<file path="src/rtl/ser_frame_pkg.sv">
// ser_frame_pkg: state encoding and line levels shared by the frame transmitter and receiver
package ser_frame_pkg;
   typedef enum logic [1:0] {ST_IDLE, ST_START, ST_DATA, ST_STOP} state_t;
   localparam logic IDLE_LEVEL  = 1'b1;
   localparam logic START_LEVEL = 1'b0;
endpackage

</file>
<file path="src/rtl/ser_frame_tx_bit_timer.sv">
// bit_timer: counts clocks within a serial bit and flags the last one; held clear while disabled
module bit_timer #(
   parameter int CLKS_PER_BIT = 4
) (
   input  logic clk,
   input  logic rst,
   input  logic en,
   output logic bit_end
);
   localparam int TW = CLKS_PER_BIT > 1 ? $clog2(CLKS_PER_BIT) : 1;
   logic [TW-1:0] timer;
   assign bit_end = en && timer == TW'(CLKS_PER_BIT - 1);
   always_ff @(posedge clk or posedge rst) begin
      if (rst) timer <= '0;
      else     timer <= (!en || bit_end) ? '0 : timer + 1'b1;
   end
endmodule

</file>
<file path="src/rtl/ser_frame_tx.sv">
// ser_frame_tx: parallel-to-serial frame transmitter (start bit, LSB-first data, stop bit)
module ser_frame_tx
   import ser_frame_pkg::*;
#(
   parameter int DATA_W       = 8,
   parameter int CLKS_PER_BIT = 4
) (
   input  logic              clk,
   input  logic              rst,
   input  logic [DATA_W-1:0] din,
   input  logic              din_valid,
   output logic              din_ready,
   output logic              q,
   output logic              busy,
   output logic              done
);
   localparam int CW = DATA_W > 1 ? $clog2(DATA_W) : 1;
   if (DATA_W < 1 || CLKS_PER_BIT < 1) begin : g_bad_params
      $error("ser_frame_tx: DATA_W and CLKS_PER_BIT must be >= 1");
   end
   state_t            state, state_n;
   logic [DATA_W-1:0] shreg, shreg_n;
   logic [CW-1:0]     bit_cnt, bit_cnt_n;
   logic              q_n, busy_n, rdy_n, done_n, bit_end;
   bit_timer #(.CLKS_PER_BIT(CLKS_PER_BIT)) u_timer (
      .clk(clk),
      .rst(rst),
      .en(state != ST_IDLE),
      .bit_end(bit_end)
   );
   always_comb begin
      state_n   = state;
      shreg_n   = shreg;
      bit_cnt_n = bit_cnt;
      q_n       = q;
      busy_n    = busy;
      rdy_n     = din_ready;
      done_n    = 1'b0;
      case (state)
         ST_IDLE: if (din_valid) begin
            state_n   = ST_START;
            shreg_n   = din;
            bit_cnt_n = '0;
            q_n       = START_LEVEL;
            busy_n    = 1'b1;
            rdy_n     = 1'b0;
         end
         ST_START: if (bit_end) begin
            state_n = ST_DATA;
            q_n     = shreg[0];
         end
         ST_DATA: if (bit_end) begin
            if (bit_cnt == CW'(DATA_W - 1)) begin
               state_n = ST_STOP;
               q_n     = IDLE_LEVEL;
            end else begin
               shreg_n   = shreg >> 1;
               bit_cnt_n = bit_cnt + 1'b1;
               q_n       = shreg_n[0];
            end
         end
         ST_STOP: if (bit_end) begin
            state_n   = ST_IDLE;
            bit_cnt_n = '0;
            busy_n    = 1'b0;
            rdy_n     = 1'b1;
            done_n    = 1'b1;
         end
         default: state_n = ST_IDLE;
      endcase
   end
   always_ff @(posedge clk or posedge rst) begin
      if (rst) begin
         state     <= ST_IDLE;
         shreg     <= '0;
         bit_cnt   <= '0;
         q         <= IDLE_LEVEL;
         busy      <= 1'b0;
         din_ready <= 1'b1;
         done      <= 1'b0;
      end else begin
         state     <= state_n;
         shreg     <= shreg_n;
         bit_cnt   <= bit_cnt_n;
         q         <= q_n;
         busy      <= busy_n;
         din_ready <= rdy_n;
         done      <= done_n;
      end
   end
endmodule

</file>
<file path="config.mk">
export PLATFORM = sky130hd
export DESIGN_NAME = ser_frame_tx
export DESIGN_NICKNAME = d
export VERILOG_FILES = /design/src/rtl/ser_frame_pkg.sv /design/src/rtl/ser_frame_tx_bit_timer.sv /design/src/rtl/ser_frame_tx.sv
export SDC_FILE = /design/constraint.sdc
export NUM_CORES = 1
export LEC_CHECK = 0
export ABC_AREA = 1
export CORE_AREA = 2 2 84 54
export CTS_BUF_LIST = sky130_fd_sc_hd__clkbuf_8
export DETAILED_ROUTE_END_ITERATION = 12
export DIE_AREA = 0 0 86 56
export PLACE_DENSITY = 0.46
export SLEW_MARGIN = 10
export SYNTH_ARGS = -nofsm -noshare
export SYNTH_HDL_FRONTEND = slang
export SYNTH_SLANG_ARGS = --single-unit
</file>
<file path="constraint.sdc">
create_clock -name clk -period 2.2 [get_ports clk]
set_clock_uncertainty 0.2 [all_clocks]
set_input_delay 0.33 -clock clk [delete_from_list [all_inputs] [get_ports clk]]
set_output_delay 0.33 -clock clk [all_outputs]
set_load 0.03 [all_outputs]
</file>
==> results list <==
- Outcome: finished, final reports clean
- Antenna violations before repair: 0
- The worst register-to-register path ends at shreg[2]$_DFFE_PP0P_.
- TritonCTS created 3 clock buffers.
* Total standard cell area after synthesis: 1155 µm²
* Post-route standard cell area excluding fillers: about 1400 µm²
- Port-buffer cells: 14
- Of the post-synthesis cell area, the dominant cell type holds a little under two fifths.
- STA classifies the critical path startpoint as a flop.
- Compound-cell area share of the yosys netlist: roughly 4.7%
- Max-cap violations in this run came to 0.
* Distinct cells, synth: 22
- The setup check on the worst reg-to-reg path leaves a slack of 0.32 ns.
- In the post-synthesis netlist, the biggest area contributors are dfrtp_1 37%, nand2_1 25%, ha_1 12%.
- Cell family with the largest share of critical-path delay: buffers and inverters
* Area fraction in and, or, nand and nor cells after synthesis: around 36%
- Fraction of final layout cells with drive strength greater than 1: 11.05%
- For this run, the total global-route usage over all layers was measured as between 10% and 20%.
- Slowest stage cell on the critical path: clkdlybuf4s50_1
* Clock latency on the worst-skew pair: around 0.27 ns
- Type of the setup path with the least slack: reg2out
- 0 antenna diodes ended up in the layout.
- The placed instances occupy a cell area of around 1400 µm².
- Number of synthesized flops with an enable pin: 0
- Static timing analysis puts the maximum clock frequency at ~500 MHz.
- Measured against its own limit, the worst slew margin works out to roughly three quarters.
- Number of warnings printed during yosys synthesis: 0
- Critical Path End Type: primary output
* Number of nets with antenna violations after routing: 0
* Adder and majority cell fraction of the synthesized area: about an eighth
* Post-layout nets: 195
- Summed over all cells, the static leakage comes to 0.7754 nW.
* Clk root buf: clkbuf_8
* Worst-Margin Slew: 0.3887 ns
* Number of setup buffers added after CTS: 0
- Post-route minimum period: 1.997 ns
- Gates resized during post-CTS repair numbered 0.
* Synth area leader: dfrtp_1
* HPWL after detailed placement: about 2000 µm
- The die covers between 4000 and 5000 µm².
* Clock buffer depth: 2
- The completed layout was analyzed and its total power is about 1.9 mW.
- Using the TritonRoute via totals, the vias-per-cell ratio works out to between 4 and 5.
* Post-Syn Instances: approximately 150
* Most frequent cell after synthesis: nand2_1
- First-pass GRT wire length: about 4700 µm
* Total of hold buffers inserted after clock tree synthesis: 0
- Total core area: 3986 µm²
* Syn_nets: about 180
- Of the total synthesized cell area, the portion taken by XOR and XNOR cells is 0%.
- The most used flip-flop cell after synthesis is dfrtp_1.
- Summing over every cut layer, the via total after detailed routing is just under 1000.
- Crit share post-route: around nine tenths
- The portion of synthesized area spent on multiplexers is 0%.
- The number of buffers and inverters on the critical path is 1.
- Clock tree sinks: 19
- TritonRoute pass-1 iters: 4
- Remaining design rule violation count: 0
* Number of hold-slack violations in the final timing report: 0
* Worst hold path type: in2async
- Data arrives at the worst endpoint at about 1.5 ns.
- The congestion estimate from routability-driven global placement came to between 0.7 and 0.8.
* Combinational family with the most area after synthesis: simple AND/OR/NAND/NOR gates
- Width of the chip: between 80 and 90 µm
- Required time at the worst-slack endpoint: between 1.5 and 2 ns
- From synthesis to final layout, the design area changed by 21.99%.
- Pwr dens: 1380 nW/µm²
- Asr flop ratio synth: 100.0%
* Setup-failing EPs final: 0
- Initial core utilization: ~29%
- TritonCTS built the clock tree.
- Post-synthesis register bit count: 19
- Vertical die dimension: roughly 56 µm
* Sequential fraction of the synthesis area: 41.39%
- Entering global routing, the biggest net connects 20 pins.
- Summed over all layers, the routed wires come to around 2600 µm.
- First DRT Iteration DRCs: 85
- Peak per-stage delay on the critical path: around 0.66 ns
- After detailed routing, the average wire length per cell comes to about 12 µm.
- IR analysis of the VDD net gives a maximum drop of approximately 360 µV.
- In the synthesized netlist, the cells that appear most often are 77 x nand2_1, 17 x dfrtp_1, 12 x inv_1.
- Clock-pin slew was measured on the worst setup and hold paths at 0.08 ns.
- Vias in the first global route: 966
- H-tree depth: 1
- Final slew viol count: 0
- Pin placement for this block handled 15 I/O pins.
- Measured in cells, the most critical reg-to-reg path has a length of 7.
- Max FO, Critical Path: 2
- Summed over all layers, the global routing overflow is 0.
- After routing, the total negative slack on setup checks comes to 0 ns.
* Mapped Avg Cell Area: 7.499 µm²
* R2r startpoint: state[0]$_DFFE_PP0P_
- Row count: 18
* Chain of cells forming the critical path: clkdlybuf4s50_1
- Unrepaired setup endpoints after global routing: no
[power by group]
group,switching (mW),internal (mW),leakage (nW)
combinational,0.704,0.385,0.513
sequential,0.0955,0.504,0.237
clock,0.129,0.127,0.0255
[cells in the final DEF (no fill, tap or decap)]
master            n
nand2_1          77
dfrtp_1          17
clkdlybuf4s50_1  14
inv_1            12
ha_1             11
nor2_1            5
nand3_1           5
nand4_1           4
inv_2             3
a21oi_1           3
clkbuf_8          3
nand2_2           2
o21ai_2           2
dfstp_2           2
buf_4             2
nand2_4           1
a21oi_2           1
o211ai_1          1
nor2_4            1
nor3b_1           1
nor3_1            1
o21ai_0           1
or2_2             1
nand3b_1          1
clkinv_2          1
[sequential cells by signal, summed over array words and instances (netlist names)]
register / cells
bit_cnt: 3
busy: 1
din_ready: 1
done: 1
q: 1
shreg: 8
state: 2
u_timer.timer: 2
[through the flow]
stage               setup slack, ns  hold slack (ns)  utilization [%]  std cells
finish                       0.2029           0.1883            35.34        222
global route                 0.1056           0.2279            35.34        222
CTS                          0.1931           0.2065            35.34        222
detailed placement           0.3446           0.2262            34.18        218
global placement             0.3557           0.2262            34.18        218
floorplan                    0.5467          0.07965                -        154
[kinds of logic after synthesis]
| group | after synthesis |
|---|---|
| AND/OR/NAND/NOR | 99 |
| flip-flops | 19 |
| buffers and inverters | 17 |
| adder cells (fa/ha/maj) | 11 |
| AO/OA/AOI/OAI | 8 |
[worst max path at each step]
stage,from,to,depth (start not counted)
4_1_cts,q$_DFFE_PP1P_,q,1
2_1_floorplan,state[0]$_DFFE_PP0P_,state[0]$_DFFE_PP0P_,6
6_report,q$_DFFE_PP1P_,q,1
3_5_place_dp,din_valid,shreg[2]$_DFFE_PP0P_,7
3_3_place_gp,din_valid,shreg[3]$_DFFE_PP0P_,7
5_1_grt,state[0]$_DFFE_PP0P_,shreg[2]$_DFFE_PP0P_,9
[final cells by class]
type                            instances  area [µm²]
Sequential cell                        19       478.0
Tap cell                               50       62.56
Fill cell                             428        2577
Multi-Input combinational cell        118       610.6
Clock inverter                          1       5.005
Inverter                               15       56.30
Timing Repair Buffer                   16       155.1
Clock buffer                            3       41.29
[layer usage]
layer  track usage [%]  part of all wire, %  vias to the layer above
met2             15.95                   38                       13
met1             19.44                   57                      440
met5                 0                    0                        -
met3             4.154                  4.3                        4
met4             3.628                 0.87                        0
li1                  -                    -                      514
Power figures use the tool's default switching activity.
